### config.mk
export PLATFORM = sky130hd
export DESIGN_NAME = seg_chase_ctrl
export DESIGN_NICKNAME = d
export VERILOG_FILES = /design/src/rtl/seg_chase_pkg.sv /design/src/rtl/seg_pos_decode.sv /design/src/rtl/seg_chase_ctrl.sv
export SDC_FILE = /design/constraint.sdc
export NUM_CORES = 1
export LEC_CHECK = 0
export CORE_AREA = 2 2 81 83
export DETAILED_ROUTE_END_ITERATION = 16
export DIE_AREA = 0 0 83 85
export GPL_TIMING_DRIVEN = 0
export PLACE_DENSITY = 0.88
export SLEW_MARGIN = 40
export SYNTH_ARGS = -nofsm -noshare
export SYNTH_HDL_FRONTEND = slang
export SYNTH_SLANG_ARGS = --single-unit
export TNS_END_PERCENT = 10
### constraint.sdc
create_clock -name iCLK_50 -period 5.7 [get_ports iCLK_50]
set_input_delay 1.71 -clock iCLK_50 [delete_from_list [all_inputs] [get_ports iCLK_50]]
set_output_delay 1.71 -clock iCLK_50 [all_outputs]
set_load 0.02 [all_outputs]
### src/rtl/seg_chase_pkg.sv
// Shared types, geometry constants and index helpers for the segment chase
// controller. The 24 chase positions run over the outer ring (a..f) of four
// seven-segment digits; linear index = digit*6 + seg.
package seg_chase_pkg;

  localparam int NUM_DIGITS     = 4;
  localparam int SEGS_PER_DIGIT = 6;
  localparam int NUM_POS        = NUM_DIGITS * SEGS_PER_DIGIT;

  // Active-low segment drives: all ones means every segment is dark.
  localparam logic [6:0] HEX_BLANK = 7'h7F;

  typedef enum logic [1:0] {
    IDLE  = 2'b00,
    RUN   = 2'b01,
    PAUSE = 2'b10
  } state_e;

  typedef logic [4:0] pos_idx_t;
  typedef logic [1:0] digit_t;
  typedef logic [2:0] seg_t;

  // Linear index from digit/segment coordinates.
  function automatic pos_idx_t pos_index(input digit_t digit, input seg_t seg);
    return (5'(digit) * 5'd6) + 5'(seg);
  endfunction

  // Digit holding a linear index.
  function automatic digit_t idx_digit(input pos_idx_t idx);
    return 2'(idx / 5'd6);
  endfunction

  // Segment (0 = a .. 5 = f) of a linear index within its digit.
  function automatic seg_t idx_seg(input pos_idx_t idx);
    return 3'(idx % 5'd6);
  endfunction

  // Position the chase came from: one behind in the direction of travel.
  function automatic pos_idx_t idx_behind(input pos_idx_t idx, input logic rev);
    pos_idx_t r;
    if (rev) r = (idx == 5'(NUM_POS - 1)) ? 5'd0 : idx + 5'd1;
    else     r = (idx == 5'd0) ? 5'(NUM_POS - 1) : idx - 5'd1;
    return r;
  endfunction

endpackage

### src/rtl/seg_pos_decode.sv
// Combinational position-to-segment decoder: turns a head index (and an
// optional trail index) into four active-low seven-segment digit patterns.
module seg_pos_decode
  import seg_chase_pkg::*;
(
  input  pos_idx_t                      idx_i,
  input  logic                          en_i,
  input  pos_idx_t                      trail_idx_i,
  input  logic                          trail_vld_i,
  output logic [NUM_DIGITS-1:0][6:0]    digits_o
);

  // Start from a blank display and clear the lit segment bits.
  // NOTE: every output gets a default at the top of the always_comb so no
  // path leaves it unassigned, which is what keeps latches from being inferred.
  always_comb begin
    for (int d = 0; d < NUM_DIGITS; d++) begin
      digits_o[d] = HEX_BLANK;
    end
    if (en_i) begin
      digits_o[idx_digit(idx_i)][idx_seg(idx_i)] = 1'b0;
      if (trail_vld_i) begin
        digits_o[idx_digit(trail_idx_i)][idx_seg(trail_idx_i)] = 1'b0;
      end
    end
  end

endmodule

### src/rtl/seg_chase_ctrl.sv
// Segment chase controller: walks one lit segment around the outer ring of
// four seven-segment digits, one step every (BASE_TICK >> iSPEED) clocks.
// Optional feature macro: SEG_CHASE_TRAIL_EN -- when defined, the position
// just behind the head is also lit, forming a two-segment snake.
module seg_chase_ctrl
  import seg_chase_pkg::*;
#(
  parameter int BASE_TICK = 12_500_000
) (
  input  logic       iCLK_50,
  input  logic       iRST_N,
  input  logic       iSTART,
  input  logic       iSTOP,
  input  logic       iHOLD,
  input  logic       iDIR,
  input  logic [1:0] iSPEED,
  output logic [6:0] oHEX0_D,
  output logic [6:0] oHEX1_D,
  output logic [6:0] oHEX2_D,
  output logic [6:0] oHEX3_D,
  output logic       oBUSY,
  output logic       oWRAP
);

  localparam int PW = $clog2(BASE_TICK + 1);

  state_e                       state_q, state_d;
  digit_t                       digit_q, digit_d;
  seg_t                         seg_q, seg_d;
  logic [PW-1:0]                presc_q, presc_d;
  logic                         wrap_q, wrap_d;
  logic                         busy_q;
  logic [NUM_DIGITS-1:0][6:0]   hex_q;

  logic                         start_go;
  logic                         count_go;
  logic                         step_go;
  logic [PW-1:0]                reload_val;
  pos_idx_t                     cur_idx;
  pos_idx_t                     trail_idx;
  logic                         trail_vld;
  logic [NUM_DIGITS-1:0][6:0]   dec_digits;

  // Prescaler reload tracks the live speed setting at every reload point.
  assign reload_val = (PW'(BASE_TICK) >> iSPEED) - PW'(1);

  // Stop wins over start/hold; counting only happens in an undisturbed RUN cycle.
  assign start_go = (state_q == IDLE) && iSTART && !iSTOP;
  assign count_go = (state_q == RUN) && !iSTOP && !iHOLD;
  assign step_go  = count_go && (presc_q == '0);

  assign cur_idx  = pos_index(digit_q, seg_q);

  // FSM next-state: IDLE -> RUN on start, RUN <-> PAUSE on hold, any -> IDLE on stop.
  always_comb begin
    state_d = state_q;
    case (state_q)
      IDLE:    if (start_go) state_d = RUN;
      RUN: begin
        if (iSTOP)      state_d = IDLE;
        else if (iHOLD) state_d = PAUSE;
      end
      PAUSE: begin
        if (iSTOP)       state_d = IDLE;
        else if (!iHOLD) state_d = RUN;
      end
      default: state_d = IDLE;
    endcase
  end

  // Prescaler and position: restart at 0 on start, step on prescaler expiry.
  always_comb begin
    presc_d = presc_q;
    digit_d = digit_q;
    seg_d   = seg_q;
    wrap_d  = 1'b0;
    if (start_go) begin
      presc_d = reload_val;
      digit_d = '0;
      seg_d   = '0;
    end else if (step_go) begin
      presc_d = reload_val;
      if (!iDIR) begin
        if (seg_q == 3'(SEGS_PER_DIGIT - 1)) begin
          seg_d   = '0;
          digit_d = digit_q + 2'd1;
          wrap_d  = (digit_q == 2'(NUM_DIGITS - 1));
        end else begin
          seg_d   = seg_q + 3'd1;
        end
      end else begin
        if (seg_q == 3'd0) begin
          seg_d   = 3'(SEGS_PER_DIGIT - 1);
          digit_d = digit_q - 2'd1;
          wrap_d  = (digit_q == 2'd0);
        end else begin
          seg_d   = seg_q - 3'd1;
        end
      end
    end else if (count_go) begin
      presc_d = presc_q - PW'(1);
    end
  end

  // Core state registers, cleared asynchronously so a reset discards the chase.
  // NOTE: sequential state uses non-blocking assignments so every register
  // samples pre-edge values regardless of statement order.
  always_ff @(posedge iCLK_50 or negedge iRST_N) begin
    if (!iRST_N) begin
      state_q <= IDLE;
      digit_q <= '0;
      seg_q   <= '0;
      presc_q <= '0;
      wrap_q  <= 1'b0;
      busy_q  <= 1'b0;
    end else begin
      state_q <= state_d;
      digit_q <= digit_d;
      seg_q   <= seg_d;
      presc_q <= presc_d;
      wrap_q  <= wrap_d;
      busy_q  <= (state_d != IDLE);
    end
  end

`ifdef SEG_CHASE_TRAIL_EN
  logic trail_vld_q, trail_vld_d;
  logic trail_dir_q, trail_dir_d;

  // Trail appears after the first step and vanishes on a direction change
  // until the next step re-establishes where the head came from.
  always_comb begin
    trail_vld_d = trail_vld_q;
    trail_dir_d = trail_dir_q;
    if (state_q == IDLE) begin
      if (start_go) begin
        trail_vld_d = 1'b0;
        trail_dir_d = iDIR;
      end
    end else if (step_go) begin
      trail_vld_d = 1'b1;
      trail_dir_d = iDIR;
    end else if (iDIR != trail_dir_q) begin
      trail_vld_d = 1'b0;
    end
  end

  // Trail bookkeeping registers.
  always_ff @(posedge iCLK_50 or negedge iRST_N) begin
    if (!iRST_N) begin
      trail_vld_q <= 1'b0;
      trail_dir_q <= 1'b0;
    end else begin
      trail_vld_q <= trail_vld_d;
      trail_dir_q <= trail_dir_d;
    end
  end

  assign trail_idx = idx_behind(cur_idx, trail_dir_q);
  assign trail_vld = trail_vld_q;
`else
  assign trail_idx = cur_idx;
  assign trail_vld = 1'b0;
`endif

  seg_pos_decode u_decode (
    .idx_i       (cur_idx),
    .en_i        (state_q != IDLE),
    .trail_idx_i (trail_idx),
    .trail_vld_i (trail_vld),
    .digits_o    (dec_digits)
  );

  // Registered segment drives: one clock behind state/position.
  always_ff @(posedge iCLK_50 or negedge iRST_N) begin
    if (!iRST_N) begin
      for (int d = 0; d < NUM_DIGITS; d++) begin
        hex_q[d] <= HEX_BLANK;
      end
    end else begin
      hex_q <= dec_digits;
    end
  end

  assign oHEX0_D = hex_q[0];
  assign oHEX1_D = hex_q[1];
  assign oHEX2_D = hex_q[2];
  assign oHEX3_D = hex_q[3];
  assign oBUSY   = busy_q;
  assign oWRAP   = wrap_q;

endmodule
==> impl_metrics.tcl <==
set metrics [dict create \
    yosys_warnings 0 \
    postCtsSetupRepairBufs 0 \
    drc 0 \
    track_usage 0.2504 \
    synth_top_area_frac 0.2432 \
    end_kind "flop" \
    die_w_um 83 \
    routedWlPerCell_um 17.37 \
    critPathSlowestCell "or4_1" \
    hold_buffers 0 \
    maxCapViolCount 0 \
    status "complete, no violations" \
    cts_tree "yes" \
    io_pins 38 \
    synthCells 356 \
    root_buffer "clkbuf_8" \
    dpl-instance-area_um2 3892 \
    synth_xor_area_frac 0.02321 \
    syn_avg_cell_area_um2 9.539 \
    dieArea_um2 7055 \
    num_rows 29 \
    grt_pass1_vias 2921 \
    nNetsFinal 426 \
    cp-startpoint "digit_q[0]$_DFFE_PN0P_" \
    crit_arrival_ps 5350 \
    reg2reg_from "digit_q[0]$_DFFE_PN0P_" \
    synth_top_area_cell "dfrtp_1" \
    muxShareOfSynthArea 0.005895 \
    cpPeakStageDelay_ps 520 \
    ys_async_sr_fraction 1.000 \
    synth_top_family_by_area "simple AND/OR/NAND/NOR gates" \
    grt_max_degree 39 \
    cts_buffers 9 \
    fmax_mhz 196.9 \
    synthTopCellsByCount "dfrtp_1, nor2_1, dfstp_2" \
    synth_compound_area_frac 0.1735 \
    max-slew-margin-rel 0.5277 \
    antenna_left 0 \
    chipHeight_um 85 \
    overflow 0 \
    dr.pass1.iters 5 \
    cp_max_fo 10 \
    coreArea_um2 6205 \
    hold_violations 0 \
    multi_input_area_um2 1727 \
    port_buffers 37 \
    cp_cell_sequence "inv_1, ha_1, ha_1, a21oi_1, o21ai_1, nand2_1, ha_1, clkbuf_1, xor2_1, o21bai_1, inv_1, ha_1, nor4_1, o211ai_1, buf_2, or4_1" \
    grt_pass1_wl_um 14100 \
    rsz0062_at_grt "false" \
    synth-edff-count 0 \
    drive_above_1_share 0.1484 \
    cp-start-kind "flop" \
    required_ps 5970 \
    fin_setup_tns_ps 0 \
    yosysMostFrequentCell "dfrtp_1" \
    crit_type "reg2reg" \
    p_leak_uw 0.001574 \
    fill_cells 460 \
    syn_area_um2 3396 \
    vias_per_cell 6.342 \
    antenna_found_initial 0 \
    synthTopCellsByArea "dfrtp_1, dfstp_2, ha_1" \
    dp_hpwl_um 5847 \
    fin_crit_sh 0.8911 \
    path_common_cell "ha_1" \
    final.setup_skew_ps 12.78 \
    clock_path_buffers 2 \
    p_per_area_nw_per_um2 260.3 \
    ff_latch_area_um2 1562 \
    place.gp.congestion 0.8771 \
    num_antenna_cells 0 \
    post_cts_resized 0 \
    setup_viol 0 \
    detail_route.wirelength_um 8477 \
    min_path_type "reg2reg" \
    finalCriticalPeriod_ps 5080 \
    worst_pin_slew_ps 703.0 \
    cts.clk_slew.worst_paths_ps 70 \
    yosys.area_share.simple 0.2528 \
    synthDistinctLibCells 61 \
    vias 3095 \
    synthFlopType "dfrtp_1" \
    ys_seq_elements 61 \
    drt-initial-drc-count 218 \
    initial_core_util 0.5473 \
    design_area_um2 4121 \
    area_growth_pct 21.37 \
    vdd_drop_max_mv 0.1769 \
    clock_latency_ps 360 \
    synth-seq-area-share 0.4598 \
    synthAdderAreaFrac 0.04643 \
    slew_violations 0 \
    holdCritStartpoint "presc_q[22]$_DFFE_PN0P_" \
    cts_sinks 61 \
    h-tree-depth 3 \
]
==> registers in the layout, indices dropped and copies added (netlist names) <==
register and cells:
oHEX0_D 7, seg_q 3, state_q 2, oHEX1_D 7, oWRAP 1, oHEX3_D 7, presc_q 24, oBUSY 1
digit_q 2, oHEX2_D 7
==> cell type report <==
type | count | share of cell area
timing repair buffer | 38 | 0.09411
buffer | 18 | 0.01882
multi-input combinational | 265 | 0.4189
clock inverter | 7 | 0.02398
tap | 77 | 0.02338
sequential | 61 | 0.3789
clock buffer | 9 | 0.03005
inverter | 13 | 0.01184
==> power by group <==
| part | leakage [uW] | switching, uW | internal [uW] |
|---|---|---|---|
| sequential | 0.000689 | 34.7 | 468 |
| combinational | 0.000775 | 75.1 | 49.9 |
| clock | 0.000110 | 197 | 248 |
| total | 0.00157 | 307 | 766 |
==> per-layer routing <==
metal / track usage / part of all wire / vias to the layer above
li1: - / - / 1416
met5: 0 / 0 / -
met2: 0.4355 / 0.50 / 147
met4: 0.1192 / 0.026 / 0
met1: 0.2997 / 0.41 / 1506
met3: 0.04961 / 0.065 / 26
==> worst paths after layout <==
path / end / slack, ps / depth (start not counted)
worst max-delay path: oHEX2_D[5]$_DFF_PN1_ / 620 / 16
worst min-delay path: presc_q[22]$_DFFE_PN0P_ / 490 / 1
worst max register to register: oHEX2_D[5]$_DFF_PN1_ / 620 / 16
worst min register to register: presc_q[22]$_DFFE_PN0P_ / 490 / 1
max in group asynchronous: oHEX1_D[3]$_DFF_PN1_ / 3880 / 2
min in group asynchronous: presc_q[13]$_DFFE_PN0P_ / 1250 / 1
==> placed cells by master (no fill, tap or decap), types with 9 or more instances in the layout <==
master           netlist  final
clkdlybuf4s50_1        0     36
dfrtp_1               33     33
nor2_1                30     30
dfstp_2               28     28
nand2_1               23     23
o21ai_0               18     18
nor3_1                16     16
a21oi_1               15     15
clkbuf_1              14     14
nand3_1               14     14
inv_1                 13     13
ha_1                  11     11
nor4_1                 9      9
clkbuf_8               0      9
==> through the flow <==
step	worst slack, ps	total power [uW]	utilization	std cells	hold slack, ps
after CTS	767.4	1070	0.6632	488	494.0
after global routing	285.0	1107	0.6642	488	501.8
after detailed placement	810.0	630.0	0.6273	472	477.6
after global placement	1002	619.9	0.6231	471	471.2
final	620.5	1073	0.6642	488	494.6
after floorplan	1519	577.8	-	357	460.0
==> worst max-delay path, delay by kind of cell (launching register included) <==
family | cells | cell delay [ps]
XOR/XNOR | 1 | 300
adder cells (fa/ha/maj) | 4 | 1030
buffers and inverters | 4 | 820
AND/OR/NAND/NOR | 3 | 1090
flip-flops | 1 | 480
AO/OA/AOI/OAI | 4 | 1270
==> cell families (layout without fill, tap and decap cells) <==
logic type | count (synthesis) | in the layout
adders and majority gates | 12 | 12
AOI/OAI and AO/OA | 86 | 86
DFF | 61 | 61
xor gates and xnor gates | 9 | 9
muxes | 2 | 2
buffers and inverters | 31 | 85
and+or+nand+nor | 154 | 154
other | 1 | 2
Note: power is estimated with default switching activity, not from simulation.
